## config.mk

```make
export PLATFORM = sky130hd
export DESIGN_NAME = axi_sram_ctrl
export DESIGN_NICKNAME = d
export VERILOG_FILES = /design/src/rtl/axi_sram_ctrl.sv
export SDC_FILE = /design/constraint.sdc
export NUM_CORES = 1
export LEC_CHECK = 0
export ABC_AREA = 1
export BUFFER_PORTS_ARGS = -buffer_cell sky130_fd_sc_hd__buf_4
export CORE_AREA = 2 2 188 190
export DETAILED_ROUTE_END_ITERATION = 7
export DIE_AREA = 0 0 190 192
export GPL_TIMING_DRIVEN = 0
export MAX_ROUTING_LAYER = met4
export PLACE_DENSITY = 0.65
export SYNTH_ARGS = -nofsm -noshare
export SYNTH_HDL_FRONTEND = slang
export SYNTH_SLANG_ARGS = --single-unit
```

## constraint.sdc

```tcl
create_clock -name clk_i -period 3.5 [get_ports clk_i]
set_input_delay 0.175 -clock clk_i [delete_from_list [all_inputs] [get_ports clk_i]]
set_output_delay 0.175 -clock clk_i [all_outputs]
set_load 0.005 [all_outputs]
```

## src/rtl/axi_sram_ctrl.sv

```systemverilog
`default_nettype none
// axi_sram_ctrl: AXI4 slave that serialises one burst at a time onto a single-port 64-bit SRAM.
// Revision: 1.0
module axi_sram_ctrl #(
  parameter int unsigned AXI_ID_WIDTH = 4,
  parameter logic [63:0] MEM_BASE     = 64'h0004_0000,
  parameter logic [63:0] MEM_LENGTH   = 64'h0000_4000,
  parameter int unsigned SRAM_AW      = 11
) (
  input  logic                    clk_i,
  input  logic                    rst_ni,
  input  logic [AXI_ID_WIDTH-1:0] io_axi_mem_awid,
  input  logic [63:0]             io_axi_mem_awaddr,
  input  logic [7:0]              io_axi_mem_awlen,
  input  logic [2:0]              io_axi_mem_awsize,
  input  logic [1:0]              io_axi_mem_awburst,
  input  logic [5:0]              io_axi_mem_awatop,
  input  logic                    io_axi_mem_awvalid,
  output logic                    io_axi_mem_awready,
  input  logic [63:0]             io_axi_mem_wdata,
  input  logic [7:0]              io_axi_mem_wstrb,
  input  logic                    io_axi_mem_wlast,
  input  logic                    io_axi_mem_wvalid,
  output logic                    io_axi_mem_wready,
  output logic [AXI_ID_WIDTH-1:0] io_axi_mem_bid,
  output logic [1:0]              io_axi_mem_bresp,
  output logic                    io_axi_mem_bvalid,
  input  logic                    io_axi_mem_bready,
  input  logic [AXI_ID_WIDTH-1:0] io_axi_mem_arid,
  input  logic [63:0]             io_axi_mem_araddr,
  input  logic [7:0]              io_axi_mem_arlen,
  input  logic [2:0]              io_axi_mem_arsize,
  input  logic [1:0]              io_axi_mem_arburst,
  input  logic                    io_axi_mem_arvalid,
  output logic                    io_axi_mem_arready,
  output logic [AXI_ID_WIDTH-1:0] io_axi_mem_rid,
  output logic [63:0]             io_axi_mem_rdata,
  output logic [1:0]              io_axi_mem_rresp,
  output logic                    io_axi_mem_rlast,
  output logic                    io_axi_mem_rvalid,
  input  logic                    io_axi_mem_rready,
  output logic                    sram_req_o,
  output logic                    sram_we_o,
  output logic [SRAM_AW-1:0]      sram_addr_o,
  output logic [63:0]             sram_wdata_o,
  output logic [7:0]              sram_be_o,
  input  logic [63:0]             sram_rdata_i
);

  typedef enum logic [2:0] {
    IDLE    = 3'd0,
    WR_DATA = 3'd1,
    WR_RESP = 3'd2,
    RD_REQ  = 3'd3,
    RD_WAIT = 3'd4,
    RD_DATA = 3'd5
  } state_e;

  localparam logic [1:0] RESP_OKAY   = 2'b00;
  localparam logic [1:0] RESP_SLVERR = 2'b10;
  localparam logic [1:0] BURST_FIXED = 2'b00;

  state_e                  state, state_next;
  logic                    last_grant_wr;
  logic [AXI_ID_WIDTH-1:0] id_q;
  logic [63:0]             addr_q;
  logic [7:0]              len_q;
  logic [2:0]              size_q;
  logic                    fixed_q;
  logic                    err_q;
  logic [8:0]              beat_q;
  logic [1:0]              bresp_q;
  logic [63:0]             rdata_q;

  logic                    grant_wr, grant_rd;
  logic                    aw_err, ar_err;
  logic                    w_hs, r_hs, wr_en, rd_en, last_beat;
  logic [63:0]             addr_next;
  logic [SRAM_AW-1:0]      word_addr;

  // Bursts whose span leaves the window are checked in 65 bits so a top-of-space address cannot wrap.
  function automatic logic req_err(input logic [63:0] addr, input logic [7:0] len,
                                   input logic [2:0] size, input logic [1:0] burst);
    logic [64:0] nbytes;
    logic [64:0] top;
    nbytes = (burst == BURST_FIXED) ? (65'd1 << size) : ((65'd1 + {57'd0, len}) << size);
    top    = {1'b0, addr} + nbytes;
    return size[2] || burst[1] || (addr < MEM_BASE) ||
           (top > ({1'b0, MEM_BASE} + {1'b0, MEM_LENGTH}));
  endfunction

  assign aw_err    = req_err(io_axi_mem_awaddr, io_axi_mem_awlen, io_axi_mem_awsize,
                             io_axi_mem_awburst) || (io_axi_mem_awatop != 6'd0);
  assign ar_err    = req_err(io_axi_mem_araddr, io_axi_mem_arlen, io_axi_mem_arsize,
                             io_axi_mem_arburst);
  assign addr_next = fixed_q ? addr_q : addr_q + (64'd1 << size_q);
  assign word_addr = addr_q[SRAM_AW+2:3] - MEM_BASE[SRAM_AW+2:3];
  assign last_beat = (beat_q == {1'b0, len_q});
  assign w_hs      = (state == WR_DATA) && io_axi_mem_wvalid;
  assign r_hs      = (state == RD_DATA) && io_axi_mem_rready;
  // Beats beyond len+1 are absorbed without touching the SRAM.
  assign wr_en     = w_hs && !err_q && (beat_q <= {1'b0, len_q});
  assign rd_en     = (state == RD_REQ) && !err_q;

  always_ff @(posedge clk_i or negedge rst_ni) begin
    if (!rst_ni) begin
      state <= IDLE;
    end else begin
      state <= state_next;
    end
  end

  always_comb begin
    state_next         = state;
    grant_wr           = 1'b0;
    grant_rd           = 1'b0;
    io_axi_mem_awready = 1'b0;
    io_axi_mem_arready = 1'b0;
    io_axi_mem_wready  = 1'b0;
    io_axi_mem_bvalid  = 1'b0;
    io_axi_mem_rvalid  = 1'b0;
    io_axi_mem_rlast   = 1'b0;
    io_axi_mem_rresp   = RESP_OKAY;
    unique case (state)
      IDLE: begin
        if (rst_ni) begin
          if (io_axi_mem_awvalid && io_axi_mem_arvalid) begin
            grant_wr = !last_grant_wr;
            grant_rd = last_grant_wr;
          end else begin
            grant_wr = io_axi_mem_awvalid;
            grant_rd = io_axi_mem_arvalid;
          end
        end
        io_axi_mem_awready = grant_wr;
        io_axi_mem_arready = grant_rd;
        if (grant_wr) begin
          state_next = WR_DATA;
        end else if (grant_rd) begin
          state_next = ar_err ? RD_DATA : RD_REQ;
        end
      end
      WR_DATA: begin
        io_axi_mem_wready = 1'b1;
        if (w_hs && io_axi_mem_wlast) state_next = WR_RESP;
      end
      WR_RESP: begin
        io_axi_mem_bvalid = 1'b1;
        if (io_axi_mem_bready) state_next = IDLE;
      end
      RD_REQ:  state_next = RD_WAIT;
      RD_WAIT: state_next = RD_DATA;
      RD_DATA: begin
        io_axi_mem_rvalid = 1'b1;
        io_axi_mem_rlast  = last_beat;
        io_axi_mem_rresp  = err_q ? RESP_SLVERR : RESP_OKAY;
        if (r_hs) begin
          if (last_beat)  state_next = IDLE;
          else if (err_q) state_next = RD_DATA;
          else            state_next = RD_REQ;
        end
      end
      default: state_next = IDLE;
    endcase
  end

  always_ff @(posedge clk_i or negedge rst_ni) begin
    if (!rst_ni) begin
      last_grant_wr <= 1'b1;
      id_q          <= '0;
      addr_q        <= '0;
      len_q         <= '0;
      size_q        <= '0;
      fixed_q       <= 1'b0;
      err_q         <= 1'b0;
      beat_q        <= '0;
      bresp_q       <= RESP_OKAY;
      rdata_q       <= '0;
    end else begin
      if (grant_wr || grant_rd) last_grant_wr <= grant_wr;
      if (grant_wr) begin
        id_q    <= io_axi_mem_awid;
        addr_q  <= io_axi_mem_awaddr;
        len_q   <= io_axi_mem_awlen;
        size_q  <= io_axi_mem_awsize;
        fixed_q <= (io_axi_mem_awburst == BURST_FIXED);
        err_q   <= aw_err;
        beat_q  <= '0;
        bresp_q <= RESP_OKAY;
      end else if (grant_rd) begin
        id_q    <= io_axi_mem_arid;
        addr_q  <= io_axi_mem_araddr;
        len_q   <= io_axi_mem_arlen;
        size_q  <= io_axi_mem_arsize;
        fixed_q <= (io_axi_mem_arburst == BURST_FIXED);
        err_q   <= ar_err;
        beat_q  <= '0;
        rdata_q <= '0;
      end
      if (w_hs) begin
        if (beat_q != 9'd256) beat_q <= beat_q + 9'd1;
        addr_q <= addr_next;
        if (io_axi_mem_wlast) begin
          bresp_q <= (err_q || !last_beat) ? RESP_SLVERR : RESP_OKAY;
        end
      end
      if (state == RD_WAIT) rdata_q <= sram_rdata_i;
      if (r_hs && !last_beat) begin
        beat_q <= beat_q + 9'd1;
        addr_q <= addr_next;
      end
    end
  end

  assign io_axi_mem_bid   = id_q;
  assign io_axi_mem_bresp = bresp_q;
  assign io_axi_mem_rid   = id_q;
  assign io_axi_mem_rdata = rdata_q;
  assign sram_req_o       = wr_en || rd_en;
  assign sram_we_o        = wr_en;
  assign sram_addr_o      = sram_req_o ? word_addr : '0;
  assign sram_wdata_o     = wr_en ? io_axi_mem_wdata : '0;
  assign sram_be_o        = wr_en ? io_axi_mem_wstrb : '0;

endmodule
`default_nettype wire

```

==> results of run 1 <==
metal layers:
layer  vias to the layer above  GRT usage  share of wire
met5                         -          -              0
met4                         0    0.07275          0.024
met3                       107    0.07765           0.10
met2                       945     0.5665           0.45
met1                      8891     0.4739           0.42
li1                       9405          -              -
tightest hold or removal path: stages:
cell	delay, ns
buf_4	0.09
nand2_1	0.04
nand2_1	0.05
cell families after synthesis:
family,share of synthesized area
adder cells (fa/ha/maj),0.05004
AND/OR/NAND/NOR,0.5167
buffers and inverters,0.1290
AO/OA/AOI/OAI,0.07664
other,0.0002640
multiplexers,0.01128
flip-flops,0.1939
XOR/XNOR,0.02220
registers in the layout (all words and copies together), names as in the netlist:
name / count
addr_q: 14
beat_q: 9
err_q: 1
fixed_q: 1
io_axi_mem_bid: 4
io_axi_mem_bresp: 2
io_axi_mem_rdata: 64
last_grant_wr: 1
len_q: 8
size_q: 3
state: 3
cells in the final DEF, fill, tap and decap left out, drive strengths merged, types with 11 or more instances in the layout:
| cell | Yosys | routed |
|---|---|---|
| dfrtp | 109 | 109 |
| o21ai | 85 | 85 |
| dlygate4sd3 | 0 | 57 |
| o221ai | 16 | 16 |
| nor3 | 71 | 71 |
| nand3 | 272 | 272 |
| nand3b | 22 | 22 |
| buf | 15 | 523 |
| xor2 | 32 | 32 |
| nor2 | 420 | 420 |
| clkbuf | 39 | 49 |
| nand4 | 57 | 57 |
| ha | 52 | 52 |
| inv | 425 | 427 |
| a21oi | 61 | 61 |
| nor4 | 11 | 11 |
| nand2 | 848 | 848 |
| mux2i | 16 | 16 |
stage by stage:
stage,hold WS [ns],setup slack (ns),TNS (ns),area (um2)
2_1_floorplan,-0.1206,0.2611,0,14200
6_report,0.01633,-0.05422,-0.09122,20550
4_1_cts,0.001155,-0.001572,-0.001572,19600
5_1_grt,0.01505,-0.2808,-0.7450,20550
3_5_place_dp,0.2093,-0.8646,-2.450,18380
3_3_place_gp,0.3764,-0.8490,-4.386,18350
worst paths after layout:
| kind | start | endpoint | slack [ns] | cells past startpoint |
|---|---|---|---|---|
| worst max-delay path | io_axi_mem_arlen[0] | state[2] | -0.05 | 37 |
| worst min-delay path | sram_rdata_i[56] | io_axi_mem_rdata[56] | 0.02 | 3 |
| worst max register to register | state[1] | addr_q[2] | 0.49 | 10 |
| worst min register to register | len_q[7] | len_q[7] | 0.50 | 2 |
| max in group asynchronous | rst_ni | io_axi_mem_rdata[30] | 2.81 | 3 |
| min in group asynchronous | rst_ni | io_axi_mem_rdata[13] | 0.38 | 3 |
power breakdown:
| group | switching [mW] | total, mW | internal [mW] |
|---|---|---|---|
| Clock | 0.562 | 1.13 | 0.571 |
| Sequential | 0.383 | 2.18 | 1.80 |
| Combinational | 2.88 | 4.94 | 2.06 |
cell type report:
cell class,instances,share of cell area
multi-input cells,2013,0.5161
repair buffers,565,0.2175
flip-flops and latches,110,0.1340
inverters,428,0.07817
well taps,455,0.02770
clock buffers,10,0.01114
plain buffers,54,0.01108
clock inverters,6,0.003896
diodes,3,0.0003653
repair_timing:
| action | in CTS | in global routing |
|---|---|---|
| setup endpoints to repair | 16 | 24 |
| endpoints found under the hold margin | 116 | 0 |
| setup buffers | 9 | 21 |
| gates resized for setup | 87 | 224 |
| hold buffers | 58 | 0 |
| pin swaps | 27 | 106 |
==> metrics.cfg, run 1 <==
[floorplan]
ios = 479
num_rows = 68
die_w_um = 190
start_util = 0.4142
dieArea_um2 = 36480
core_um2 = 34290
die_h_um = 192

[layout]
fin_util = 0.5994
fill_cells = 3417
multiInputGateArea_um2 = 10610
nets = 3548
layout-drive-gt1-share = 0.2514
area_delta_synth_final_pct = 44.70
finalNonFillerCells = 3644
seq_area_um2 = 2754

[detailed_routing]
vias_per_cell = 5.310
drt_first_pass_iters = 6
drt_iter0_drc = 1647
drc = 0
via_count = 19348
final_antenna_net_count = 0
routed_wl_um = 67010
wl_per_cell_um = 18.39

[logic_synthesis]
yosysWarningCount = 0
syn_inst = 2605
netlist_top_cells_area = nand2_1 (22%), dfrtp_1 (19%), inv_1 (11%), nor2_1 (11%), nand3_1 (9.4%)
synth.distinct_cells = 54
ys.flop_type = dfrtp_1
synth_nets = 2972
synth_top_area_frac = 0.2204
yosysTopAreaCell = nand2_1
synth-edff-count = 0
synth_seq_area_share = 0.1939
ys_top_cells_by_count = nand2_1 (834), inv_1 (420), nor2_1 (405)
synthArstFlopShare = 1.000
synth_area_per_cell_um2 = 5.452
ys_ff_latch = 110
synth.most_common_cell = nand2_1
synthesis.area_um2 = 14200

[clocking]
cts_buffers = 9
cts_root_buf = clkbuf_16
htree_levels = 3
cts_sinks = 110
cts_tree = yes
clkLatencyLatePin_ns = 0.38
path_clk_slew_ns = 0.08
clock_path_buffers = 2

[critical_path]
required_ns = 3.77
path_class = in -> reg
arrival_ns = 3.83
cp_top_family = simple AND/OR/NAND/NOR gates
cp_num_buf_inv = 6
crit_path_max_incr_delay_ns = 0.29
cp_max_fo = 4
cp_common_cell = nand2_1
start_kind = primary input
critPathSlowestCell = mux2i_1
end_kind = flip-flop

[hold_path]
min_path_type = in -> reg

[sta]
fin_crit_sh = 1.015
setup_viol = 2
max_freq_mhz = 281.4
tightest_slew_ns = 1.061
finClkSkew_ns = 0.01528
min_period_ns = 3.554
slew_headroom = 0.2929
rsz0062_at_grt = yes
worst_slack_ns = -0.05422
hold_viol_final = 0
drv_slew = 0

[placed_design]
dp_hpwl_um = 55570
dp_cells = 3537
gp_congestion = 1.042
portBuffers = 476

[global_route]
grt_overflow = 0
grt_first_pass_wirelength_um = 98320
grt_max_degree = 61
grt_pass1_vias = 17511
antenna_found_initial = 3
grtUsageTotal = 0.3589

[power_and_ir_drop]
p_leak_nw = 11.04
power_mw = 8.255
power.density_nw_per_um2 = 401.7
vdd_drop_max_mv = 0.3762

[status]
status = finished, violations left
failed_checks = setup timing

[job]
drv_cap = 0

(Power assumes the default switching activity.)
==> run 2, diff against run 1 <==
==> config.mk (replaced) <==
export PLATFORM = sky130hd
export DESIGN_NAME = axi_sram_ctrl
export DESIGN_NICKNAME = d
export VERILOG_FILES = /design/src/rtl/axi_sram_ctrl.sv
export SDC_FILE = /design/constraint.sdc
export NUM_CORES = 1
export LEC_CHECK = 0
export BUFFER_PORTS_ARGS = -buffer_cell sky130_fd_sc_hd__buf_4
export CORE_AREA = 2 2 186 188
export DETAILED_ROUTE_END_ITERATION = 7
export DIE_AREA = 0 0 188 190
export GPL_TIMING_DRIVEN = 0
export MAX_ROUTING_LAYER = met4
export PLACE_DENSITY = 0.62
export SYNTH_ARGS = -nofsm -noshare
export SYNTH_HDL_FRONTEND = slang
export SYNTH_SLANG_ARGS = --single-unit
==> run 2 against run 1 <==
The run ends with DRC, setup timing left. Combinational power shrank 10%. Clock-buffer cell count shrank 1. Register-to-register slack lost 0.22 ns. Design area shrank 12%. Clock power shrank 6%. Worst setup slack lost 0.77 ns. Sequential power is essentially flat. Maximum frequency shrank 18%. Wire length shrank 3.2%. Largest cell class unchanged.
==> metrics.cfg, run 2 <==
[status]
status = finished, violations left  ; unchanged
failed_checks = DRC, setup timing  ; was setup timing

[logic_synthesis]
synth_top_area_frac = 0.2120  ; was 0.2204
netlist_top_cells_area = dfrtp_1 (21%), nand2_1 (9.4%), o21ai_0 (5.5%), ha_1 (5.1%), and2_1 (4.6%)  ; was nand2_1 (22%), dfrtp_1 (19%), inv_1 (11%), nor2_1 (11%), nand3_1 (9.4%)
ys_top_cells_by_count = nand2_1 (321), o21ai_0 (142), nor2_1 (136)  ; was nand2_1 (834), inv_1 (420), nor2_1 (405)
ys.flop_type = dfrtp_1  ; unchanged
synth_nets = 2216  ; was 2972
synthesis.area_um2 = 12870  ; was 14200 um2
synthArstFlopShare = 1.000  ; unchanged
synth_seq_area_share = 0.2140  ; was 0.1939
yosysTopAreaCell = dfrtp_1  ; was nand2_1
synth_area_per_cell_um2 = 6.960  ; was 5.452 um2
yosysWarningCount = 0  ; unchanged
syn_inst = 1849  ; was 2605
synth.most_common_cell = nand2_1  ; unchanged
synth-edff-count = 0  ; unchanged
synth.distinct_cells = 92  ; was 54
ys_ff_latch = 110  ; unchanged

[clocking]
cts_tree = yes  ; unchanged
cts_sinks = 110  ; unchanged
cts_root_buf = clkbuf_16  ; unchanged
htree_levels = 3  ; unchanged
cts_buffers = 9  ; unchanged
path_clk_slew_ns = 0.09  ; was 0.08 ns
clkLatencyLatePin_ns = 0.36  ; was 0.38 ns
clock_path_buffers = 2  ; unchanged

[floorplan]
num_rows = 68  ; unchanged
die_w_um = 188  ; was 190 um
start_util = 0.3791  ; was 0.4142
core_um2 = 33950  ; was 34290 um2
ios = 479  ; unchanged
die_h_um = 190  ; was 192 um
dieArea_um2 = 35720  ; was 36480 um2

[layout]
final_cell_mix = buf_4 (480), nand2_1 (317), nor2_1 (135)  ; was nand2_1 (763), buf_4 (504), inv_1 (405)
multiInputGateArea_um2 = 9956  ; was 10610 um2
area_delta_synth_final_pct = 40.16  ; was 44.70%
final_common_cell = buf_4  ; was nand2_1
fill_cells = 3402  ; was 3417
seq_area_um2 = 2754  ; unchanged
layout-drive-gt1-share = 0.2872  ; was 0.2514
largest_reg_flops = 64  ; unchanged
fin_util = 0.5313  ; was 0.5994
nets = 2702  ; was 3548

[critical_path]
start_kind = primary input  ; unchanged
cp_max_fo = 4  ; unchanged
required_ns = 3.80  ; was 3.77 ns
path_class = in -> reg  ; unchanged
arrival_ns = 4.62  ; was 3.83 ns
end_kind = flip-flop  ; unchanged

[detailed_routing]
final_antenna_net_count = 0  ; unchanged
via_count = 16682  ; was 19348
drt_iter0_drc = 1451  ; was 1647
wl_per_cell_um = 23.16  ; was 18.39 um
vias_per_cell = 5.958  ; was 5.310
routed_wl_um = 64840  ; was 67010 um
drc = 3  ; was 0
drt_first_pass_iters = 8  ; was 6

[placed_design]
gp_congestion = 1.020  ; was 1.042
portBuffers = 447  ; was 476
dp_hpwl_um = 53540  ; was 55570 um

[sta]
hold_ws_ns = 0.01377  ; was 0.01633 ns
fin_crit_sh = 1.235  ; was 1.015
tightest_slew_ns = 0.7862  ; was 1.061 ns
worst_slack_ns = -0.8221  ; was -0.05422 ns
min_period_ns = 4.322  ; was 3.554 ns
hold_viol_final = 0  ; unchanged
max_freq_mhz = 231.4  ; was 281.4 MHz
drv_slew = 0  ; unchanged
slew_headroom = 0.4690  ; was 0.2929
setup_viol = 3  ; was 2
finClkSkew_ns = 0.01890  ; was 0.01528 ns
rsz0062_at_grt = yes  ; unchanged

[global_route]
antenna_found_initial = 5  ; was 3
grt_overflow = 0  ; unchanged
grt_pass1_vias = 15674  ; was 17511
grt_first_pass_wirelength_um = 94330  ; was 98320 um
grt_max_degree = 88  ; was 61
grtUsageTotal = 0.3516  ; was 0.3589

[power_and_ir_drop]
power_mw = 7.691  ; was 8.255 mW
p_clk_frac = 0.138  ; was 0.137
vdd_drop_max_mv = 0.3263  ; was 0.3762 mV
p_leak_nw = 7.929  ; was 11.04 nW
power.density_nw_per_um2 = 426.4  ; was 401.7 nW/um2
power.internal_mw = 4.327  ; was 4.426 mW
combPwrFrac = 0.577  ; was 0.599
seqPwrFrac = 0.285  ; was 0.264
p_switching_mw = 3.364  ; was 3.830 mW
switching_share = 0.4374  ; was 0.4639

[job]
drv_cap = 0  ; unchanged

[hold_path]
min_path_type = in -> reg  ; unchanged

run 2: changes by cell type in the layout (fill, tap and decap cells not counted), moves of 37 or more:
cell	delta
nor4_1	+37
and2_1	+91
nand2_2	-65
dlygate4sd3_1	-56
o21ai_0	+83
nor2_2	-37
inv_1	-352
nor2_1	-228
nand3_1	-173
nand2_1	-446
run 2: path summary, 6_finish.rpt:
kind                                          start                    to  slack, ns  cells after the start
worst min register to register        last_grant_wr         last_grant_wr       0.47                      2
worst max-delay path            io_axi_mem_arlen[0]              state[1]      -0.82                     24
worst min-delay path               sram_rdata_i[18]  io_axi_mem_rdata[18]       0.01                      3
min in group asynchronous                    rst_ni  io_axi_mem_rdata[44]       0.48                      3
max in group asynchronous                    rst_ni              len_q[3]       2.55                      3
worst max register to register            beat_q[6]             beat_q[2]       0.27                     10
run 2: cell type report:
| type | instances | area share |
|---|---|---|
| antenna | 5 | 0.0006937 |
| buffer | 115 | 0.03059 |
| clock buffer | 9 | 0.01249 |
| clock inverter | 7 | 0.004787 |
| inverter | 53 | 0.01103 |
| multi-input combinational | 1566 | 0.5520 |
| sequential | 110 | 0.1527 |
| tap | 455 | 0.03156 |
| timing repair buffer | 480 | 0.2042 |
run 2: cells by family after synthesis:
group | share of synthesized area
AND/OR/NAND/NOR | 0.3824
AO/OA/AOI/OAI | 0.2308
buffers and inverters | 0.05523
flip-flops | 0.2140
XOR/XNOR | 0.03948
adder cells (fa/ha/maj) | 0.05523
multiplexers | 0.02256
other | 0.0002914
run 2: what timing repair did:
item	in CTS	in global routing
hold endpoints to repair	25	0
buffers inserted	20	10
resized for setup	61	101
pin swaps	23	36
hold buffers	2	0
endpoints found under the setup margin	76	112
run 2: power groups by stage:
stage	clock network (mW)	registers, mW	logic, mW
after floorplan	0	2.14	2.29
after global placement	0	2.19	4.15
after detailed placement	0	2.21	4.21
after CTS	1.08	2.18	4.30
after global routing	1.12	2.25	4.86
final	1.06	2.19	4.44
run 2: layer usage:
metal | wire, um | vias to the layer above | global-route usage
li1 | - | 7782 | -
met1 | 26570 | 7939 | 0.4399
met2 | 29820 | 832 | 0.5602
met3 | 6091 | 129 | 0.08301
met4 | 2356 | 0 | 0.1133
met5 | 0 | - | -
run 2: critical path, cell delays in order:
cell,delay (ns)
buf_12,0.09
ha_4,0.15
nand2_4,0.05
or3_4,0.36
a21oi_2,0.15
inv_1,0.05
mux2i_1,0.16
nand2_1,0.07
o21ai_1,0.12
nor2_1,0.08
a21oi_2,0.14
ha_1,0.28
buf_4,0.16
buf_4,0.14
nand4_1,0.17
inv_1,0.12
a211oi_4,0.36
mux2i_1,0.14
nor4_2,0.29
and4_1,0.29
and4_1,0.21
nand4_1,0.22
nor4_4,0.44
a221o_1,0.20
run 2: stage by stage:
step	area (um2)	cells	TNS (ns)	setup slack, ns
CTS	17580	2786	-2.766	-0.8185
floorplan	12920	1849	-1.560	-0.5344
finish	18040	2800	-2.436	-0.8221
detailed placement	16870	2752	-7.862	-2.055
global route	18040	2800	-3.164	-1.016
global placement	16840	2751	-8.635	-2.160
